==> src/rtl/reg_writeback_queue.sv <==
// In-order writeback queue between EX/MEM results and the register-file write port.
// Drains one write per cycle and forwards the newest pending value for rs/rt.
module reg_writeback_queue #(
    parameter int DEPTH = 4,
    parameter int AW    = 5,
    parameter int DW    = 32
) (
    input  logic                     clk,
    input  logic                     rst_n,
    input  logic                     ex_valid,
    input  logic [AW-1:0]            ex_rd,
    input  logic [DW-1:0]            ex_data,
    output logic                     ex_ready,
    input  logic                     mem_valid,
    input  logic [AW-1:0]            mem_rd,
    input  logic [DW-1:0]            mem_data,
    output logic                     mem_ready,
    input  logic                     rf_ready,
    input  logic                     flush,
    output logic                     wr_en,
    output logic [AW-1:0]            wr_rd,
    output logic [DW-1:0]            wr_data,
    input  logic [AW-1:0]            rs,
    input  logic [AW-1:0]            rt,
    output logic                     fwd_a_hit,
    output logic [DW-1:0]            fwd_a_data,
    output logic                     fwd_b_hit,
    output logic [DW-1:0]            fwd_b_data,
    output logic [$clog2(DEPTH):0]   count
);
    localparam int PW = $clog2(DEPTH);
    localparam int CW = PW + 1;

    logic [AW-1:0]    q_rd   [DEPTH];
    logic [DW-1:0]    q_data [DEPTH];
    logic [DEPTH-1:0] q_vld, vld_nxt;
    logic [PW-1:0]    rptr, wptr, ex_ptr;
    logic             mem_push, ex_push, pop;

    // Readiness looks only at the registered count; a pop this cycle frees no slot yet.
    always_comb begin
        mem_ready = (count <= CW'(DEPTH - 1));
        ex_ready  = mem_valid ? (count <= CW'(DEPTH - 2)) : (count <= CW'(DEPTH - 1));
        mem_push  = mem_valid && mem_ready && (mem_rd != '0);
        ex_push   = ex_valid && ex_ready && (ex_rd != '0);
        pop       = (count != '0) && rf_ready;
        ex_ptr    = wptr + PW'(mem_push);
    end

    always_comb begin
        vld_nxt = q_vld;
        if (pop)      vld_nxt[rptr]   = 1'b0;
        if (mem_push) vld_nxt[wptr]   = 1'b1;
        if (ex_push)  vld_nxt[ex_ptr] = 1'b1;
    end

    // Payload storage needs no reset; the valid bits qualify it.
    always_ff @(posedge clk) begin
        if (!flush) begin
            if (mem_push) begin
                q_rd[wptr]   <= mem_rd;
                q_data[wptr] <= mem_data;
            end
            if (ex_push) begin
                q_rd[ex_ptr]   <= ex_rd;
                q_data[ex_ptr] <= ex_data;
            end
        end
    end

    always_ff @(posedge clk or negedge rst_n) begin
        if (!rst_n) begin
            count   <= '0;
            rptr    <= '0;
            wptr    <= '0;
            q_vld   <= '0;
            wr_en   <= 1'b0;
            wr_rd   <= '0;
            wr_data <= '0;
        end else if (flush) begin
            count <= '0;
            rptr  <= '0;
            wptr  <= '0;
            q_vld <= '0;
            wr_en <= 1'b0;
        end else begin
            wr_en <= pop;
            if (pop) begin
                wr_rd   <= q_rd[rptr];
                wr_data <= q_data[rptr];
                rptr    <= rptr + 1'b1;
            end
            wptr  <= wptr + PW'(mem_push) + PW'(ex_push);
            count <= count + CW'(mem_push) + CW'(ex_push) - CW'(pop);
            q_vld <= vld_nxt;
        end
    end

    logic [1:0][AW-1:0] raddr;
    logic [1:0]         hit;
    logic [1:0][DW-1:0] hdata;
    logic [PW-1:0]      idx;

    assign raddr = {rt, rs};

    // Walk oldest to newest so later (younger) matches override; the wr_* register is oldest.
    always_comb begin
        hit   = '0;
        hdata = '0;
        idx   = '0;
        for (int p = 0; p < 2; p++) begin
            if (wr_en && wr_rd == raddr[p]) begin
                hit[p]   = 1'b1;
                hdata[p] = wr_data;
            end
            for (int k = 0; k < DEPTH; k++) begin
                idx = rptr + PW'(k);
                if (q_vld[idx] && q_rd[idx] == raddr[p]) begin
                    hit[p]   = 1'b1;
                    hdata[p] = q_data[idx];
                end
            end
            if (raddr[p] == '0) begin
                hit[p]   = 1'b0;
                hdata[p] = '0;
            end
        end
    end

    assign fwd_a_hit  = hit[0];
    assign fwd_a_data = hdata[0];
    assign fwd_b_hit  = hit[1];
    assign fwd_b_data = hdata[1];
endmodule
==> config.mk <==
export PLATFORM = sky130hd
export DESIGN_NAME = reg_writeback_queue
export DESIGN_NICKNAME = d
export VERILOG_FILES = /design/src/rtl/reg_writeback_queue.sv
export SDC_FILE = /design/constraint.sdc
export NUM_CORES = 1
export LEC_CHECK = 0
export ABC_AREA = 1
export BUFFER_PORTS_ARGS = -buffer_cell sky130_fd_sc_hd__buf_2
export CAP_MARGIN = 10
export CORE_MARGIN = 2
export CORE_UTILIZATION = 35
export CTS_BUF_LIST = sky130_fd_sc_hd__clkbuf_16
export CTS_CLUSTER_DIAMETER = 30
export CTS_CLUSTER_SIZE = 24
export DETAILED_ROUTE_END_ITERATION = 16
export PLACE_DENSITY = 0.6
export SLEW_MARGIN = 10
export SYNTH_ARGS = -nofsm -noshare
export SYNTH_HDL_FRONTEND = slang
export SYNTH_SLANG_ARGS = --single-unit
==> constraint.sdc <==
create_clock -name clk -period 3.6 [get_ports clk]
set_clock_uncertainty 0.1 [all_clocks]
set_input_delay 0.72 -clock clk [delete_from_list [all_inputs] [get_ports clk]]
set_output_delay 0.72 -clock clk [all_outputs]
set_load 0.02 [all_outputs]
==> results of run 1 <==
[routing by layer]
metal  track usage  wire length, µm  vias to the layer above
li1              -                -                     8809
met1         0.425            32500                     8447
met2         0.371            27800                      987
met3        0.0619             6990                      130
met4        0.0613             1820                       12
met5             0               76                        -
[power by group]
group	internal [W]	leakage, nW	switching (W)
clock network	0.000939	0.284	0.00103
registers	0.00309	1.97	0.000381
logic	0.00301	7.82	0.00578
total	0.00704	10.1	0.00720
[critical path: stages, from the launching register on]
cell	delay, ns
dfrtp_4	0.45
clkinv_4	0.09
ha_4	0.35
buf_8	0.16
nand3_2	0.10
nand2_4	0.11
xor2_4	0.17
nor2_4	0.07
nand3_4	0.12
buf_12	0.17
clkbuf_16	0.17
nor2_1	0.04
nor2_1	0.10
nand2_1	0.08
a21oi_2	0.22
buf_6	0.15
[what timing repair did]
| action | 4_1_cts | 5_1_grt |
|---|---|---|
| hold buffers | 0 | 0 |
| buffers inserted | 7 | 16 |
| gates resized for setup | 165 | 219 |
| pin swaps | 16 | 58 |
| hold endpoints to repair | 0 | 0 |
| gates cloned | 5 | 18 |
| endpoints found under the setup margin | 66 | 66 |
[metrics by stage]
| stage | hold slack [ns] | setup WS, ns | utilization | total power, W |
|---|---|---|---|---|
| finish | 0.271 | -0.253 | 0.470 | 0.0142 |
| global route | 0.325 | -0.347 | 0.469 | 0.0151 |
| CTS | 0.295 | -0.248 | 0.440 | 0.0133 |
| detailed placement | 0.422 | -0.0435 | 0.410 | 0.0110 |
| global placement | 0.428 | -0.0257 | 0.410 | 0.0109 |
| floorplan | 0.324 | -0.622 | - | 0.00799 |
[cells in the final DEF, fill, tap and decap left out, types with 8 or more instances in the layout]
cell	n
nand4_1	37
o21ai_1	28
inv_1	243
buf_6	74
xor2_1	10
nand3_1	137
clkbuf_16	33
nor2_4	15
o21ai_0	423
ha_1	8
nor2_2	32
dfrtp_1	47
buf_4	92
nand2_2	58
buf_12	37
nand2_1	765
nand3_2	48
edfxtp_1	148
a21oi_4	59
nor2_1	271
nand3_4	16
o21ai_2	11
buf_2	133
[kinds of logic after synthesis]
group / share of synthesized area
AOI/OAI and AO/OA: 0.175
xor gates and xnor gates: 0.00694
adders and majority gates: 0.00930
buffers and inverters: 0.113
DFF: 0.346
muxes: 0.00122
and+or+nand+nor: 0.349
[layout make-up]
class,count,area (µm²)
fillers,4614,24600
inverters,252,971
clock inverters,15,178
repair buffers,360,3500
flip-flops and latches,197,5680
well taps,607,759
multi-input cells,1971,10300
clock buffers,17,425
diodes,4,10.0
[sequential cells by signal (all words and copies together), names as in the netlist]
name,flops
count,3
q_data,128
q_rd,20
q_vld,4
rptr,2
wptr,2
wr_data,32
wr_en,1
wr_rd,5
[worst paths after layout]
check	startpoint	endpoint	slack, ns	depth (start not counted)
max	rptr[0]$_DFFE_PN0P_	fwd_a_data[8]	-0.25	15
min	rst_n	count[2]$_DFF_PN0_	0.27	1
max reg2reg	count[1]$_DFF_PN0_	q_data[0][14]$_DFFE_PP_	0.71	9
min reg2reg	wr_data[27]$_DFFE_PN0P_	wr_data[27]$_DFFE_PN0P_	0.45	2
max in group asynchronous	rst_n	wr_data[18]$_DFFE_PN0P_	2.26	2
min in group clk	wr_data[27]$_DFFE_PN0P_	wr_data[27]$_DFFE_PN0P_	0.45	2
==> out/metrics.cfg, run 1 <==
[outcome]
status = finished, violations left
failed_checks = setup timing

[yosys]
synthCells = 2602
yosys_warnings = 0
synth_top_cells_by_count = nand2_1 (824), o21ai_0 (430), nor2_1 (313)
avgSynthCellArea_um2 = 6.31
synth.most_common_cell = nand2_1
synth_edf_count = 148
synth_top_area_cell = edfxtp_1
yosysTopAreaCellShare = 0.271
synth_flop_cell = edfxtp_1
synth_top_cells_by_area = edfxtp_1 (27%), nand2_1 (19%), o21ai_0 (13%), dfrtp_1 (7.5%), nor2_1 (7.2%)
syn_nets = 2703
synthArstFlopShare = 0.249
ys_seq_area_frac = 0.346
yosys.cell_types.count = 39
syn_area_um2 = 16400
ys_ff_latch = 197

[floorplanning]
ios = 199
start_util = 0.353
dieArea_um2 = 48600
core_area_um2 = 46500
die_h_um = 221
die_x_um = 221
fp-row-count = 79

[global_routing]
gr-total-overflow = 0
grt.total_usage = 0.271
grt_max_degree = 129
grt_pass1_wl_um = 99200
grt_pass1_vias = 15900
antenna_found_initial = 10

[final_layout]
syn_to_final_growth_pct = 33.0
stdcell_count = 3423
drive_above_1_share = 0.235
design_area_um2 = 21800
nets = 2900

[sta]
fmax_mhz = 260
setup_viol = 66
max_slew_margin = 0.353
final_hold_viol_count = 0
fin_ws_ns = -0.253
worst-slew-pin-transition_ns = 0.971
tns_ns = -11.90
finalMaxSlewViolations = 0
finalCriticalPeriod_ns = 3.85
rsz0062_at_grt = yes
finalCritPeriodShare = 1.07

[clock_network]
cts.clk_slew.worst_paths_ns = 0.08
clock_latency_ns = 0.48
clockBufferDepth = 2
cts.sinks = 197
cts_max_level = 4
cts_tree = built
numCtsBuffers = 17
cts_root_buf = clkbuf_16

[placement]
place_inst = 3343
hpwlAfterDp_um = 48800
post_dp_cell_area_um2 = 19100
io_buffers = 198
gp_congestion = 0.918

[critical_path]
start_kind = flop
crit_arrival_ns = 3.03
required_ns = 2.78
crit_type = flop to output pin
cp-end-kind = output pin
cp_max_fo = 8

[pwr]
irDropWorstVdd_v = 0.000399
leakage_nw = 10.1
power.density_nw_per_um2 = 653

[routing]
wl_per_cell_um = 20.2
detail_route.iter0.violations = 2120
drt-total-wl_um = 69100
vias = 18400
dr.pass1.iters = 6
ant_nets = 0
vias_per_cell = 5.37
drc = 0

[flow_run]
cap_viol_max_count = 0

[worst_hold_path]
hp-class = primary input to asynchronous set/reset pin

Power figures use the tool's default switching activity.
==> inputs of run 2 (changes only) <==
--- a/config.mk
+++ b/config.mk
@@ -6,9 +6,9 @@
 export NUM_CORES = 1
 export LEC_CHECK = 0
 export ABC_AREA = 1
-export BUFFER_PORTS_ARGS = -buffer_cell sky130_fd_sc_hd__buf_2
+export BUFFER_PORTS_ARGS = -buffer_cell sky130_fd_sc_hd__buf_4
 export CAP_MARGIN = 10
-export CORE_MARGIN = 2
+export CORE_MARGIN = 1
 export CORE_UTILIZATION = 35
 export CTS_BUF_LIST = sky130_fd_sc_hd__clkbuf_16
 export CTS_CLUSTER_DIAMETER = 30
==> out/metrics.cfg, run 2 (synthesis gave the netlist of run 1 again) <==
[placement]
place_ws_ns = 0.0438
hpwlAfterDp_um = 48700
io_buffers = 198
place_inst = 3365
gp_congestion = 0.980

[final_layout]
regMostFlops = q_data
stdcell_count = 3452
syn_to_final_growth_pct = 38.9
drive_above_1_share = 0.261
nets = 2940
mostFrequentLayoutCells = nand2_1 (733), o21ai_0 (417), nor2_1 (267)
largest_reg_flops = 128
final_common_cell = nand2_1
diodes = 0
top_regs = q_data (128), wr_data (32), q_rd (20)

[sta]
worst-slew-pin-transition_ns = 0.789
finalCriticalPeriod_ns = 3.85
fin_ws_ns = -0.255
finalMaxSlewViolations = 0
setup_viol = 65
rsz0062_at_grt = yes
hold_ws_ns = 0.174
max_slew_margin = 0.474
finalCritPeriodShare = 1.07
fmax_mhz = 259
final_hold_viol_count = 0

[floorplanning]
die_x_um = 219
fp-row-count = 78
core_area_um2 = 45800
ios = 199
start_util = 0.358
dieArea_um2 = 47700
die_h_um = 219

[clock_network]
cts_max_level = 4
clockBufferDepth = 2
cts_root_buf = clkbuf_16
clock_latency_ns = 0.47
cts.sinks = 197
numCtsBuffers = 17
cts.clk_slew.worst_paths_ns = 0.07
cts_tree = built

[global_routing]
grt.total_usage = 0.278
grt_pass1_vias = 16200
grt_pass1_wl_um = 100000
gr-total-overflow = 0
grt_max_degree = 133
antenna_found_initial = 4

[critical_path]
crit_type = flop to output pin
reg2reg_from = count[1]$_DFF_PN0_
cp_max_fo = 9
crit_arrival_ns = 3.03
start_kind = flop
required_ns = 2.78
setup.worst_path.start = rptr[0]$_DFFE_PN0P_
cp-end-kind = output pin

[pwr]
power.density_nw_per_um2 = 658
irDropWorstVdd_v = 0.000489
leakage_nw = 10.5
fin_total_pwr_w = 0.0150

[routing]
detail_route.iter0.violations = 2390
drc = 0
drt-total-wl_um = 71400
dr.pass1.iters = 9
vias = 18600
vias_per_cell = 5.40
wl_per_cell_um = 20.7
ant_nets = 0

[worst_hold_path]
hp-class = primary input to asynchronous set/reset pin

[flow_run]
cap_viol_max_count = 0

[outcome]
failed_checks = setup timing
status = finished, violations left

## run 2: timing repair
item	CTS	global route
pin swaps	20	55
endpoints found under the setup margin	66	66
hold endpoints to repair	0	0
gates cloned	5	30
resized for setup	118	268
hold buffers	0	0
buffers inserted	8	12
## run 2: cell type report
type | count | area [µm²]
flip-flops and latches | 197 | 5680
clock inverters | 15 | 208
repair buffers | 398 | 4190
fillers | 4503 | 23000
multi-input cells | 1971 | 10500
repair inverters | 2 | 27.5
clock buffers | 17 | 425
well taps | 600 | 751
inverters | 252 | 991
## run 2: worst paths after layout
path / endpoint / slack (ns) / cells after the start
hold reg to reg: wr_data[27]$_DFFE_PN0P_ / 0.44 / 2
min in group clk: wptr[0]$_DFF_PN0_ / 0.43 / 2
setup reg to reg: q_data[2][17]$_DFFE_PP_ / 0.39 / 10
max in group asynchronous: rptr[0]$_DFFE_PN0P_ / 2.62 / 1
setup / recovery: fwd_b_data[26] / -0.25 / 16
hold / removal: count[2]$_DFF_PN0_ / 0.17 / 1
## run 2: through the flow
step	util	instance area [µm²]	TNS (ns)
6_report	0.498	22800	-12.14
5_1_grt	0.498	22800	-17.45
4_1_cts	0.462	21100	-10.25
3_5_place_dp	0.433	19800	0
3_3_place_gp	0.433	19800	0
2_1_floorplan	-	17000	-47.09
## run 2: worst max-delay path: stages, from the launching register on
cell      delay, ns
dfrtp_4        0.52
inv_8          0.10
ha_4           0.25
clkinv_8       0.09
buf_4          0.11
nand3_2        0.08
nand2_4        0.11
xor2_1         0.14
inv_1          0.06
nand4_1        0.10
buf_6          0.18
clkinv_8       0.12
buf_12         0.16
nand2_1        0.05
nand2_1        0.11
a21oi_4        0.19
buf_6          0.14
## run 2: routing by layer
metal / vias up / routed length, µm / global-route usage
li1: 8904 / - / -
met1: 8544 / 33100 / 0.434
met2: 1051 / 28500 / 0.375
met3: 135 / 7420 / 0.0604
met4: 8 / 2230 / 0.0767
met5: - / 57 / 0
## run 2: report_power, final
group          switching, W  total, W  internal, W
Combinational       0.00598   0.00937      0.00339
Clock              0.000996   0.00212      0.00113
Sequential         0.000414   0.00350      0.00309
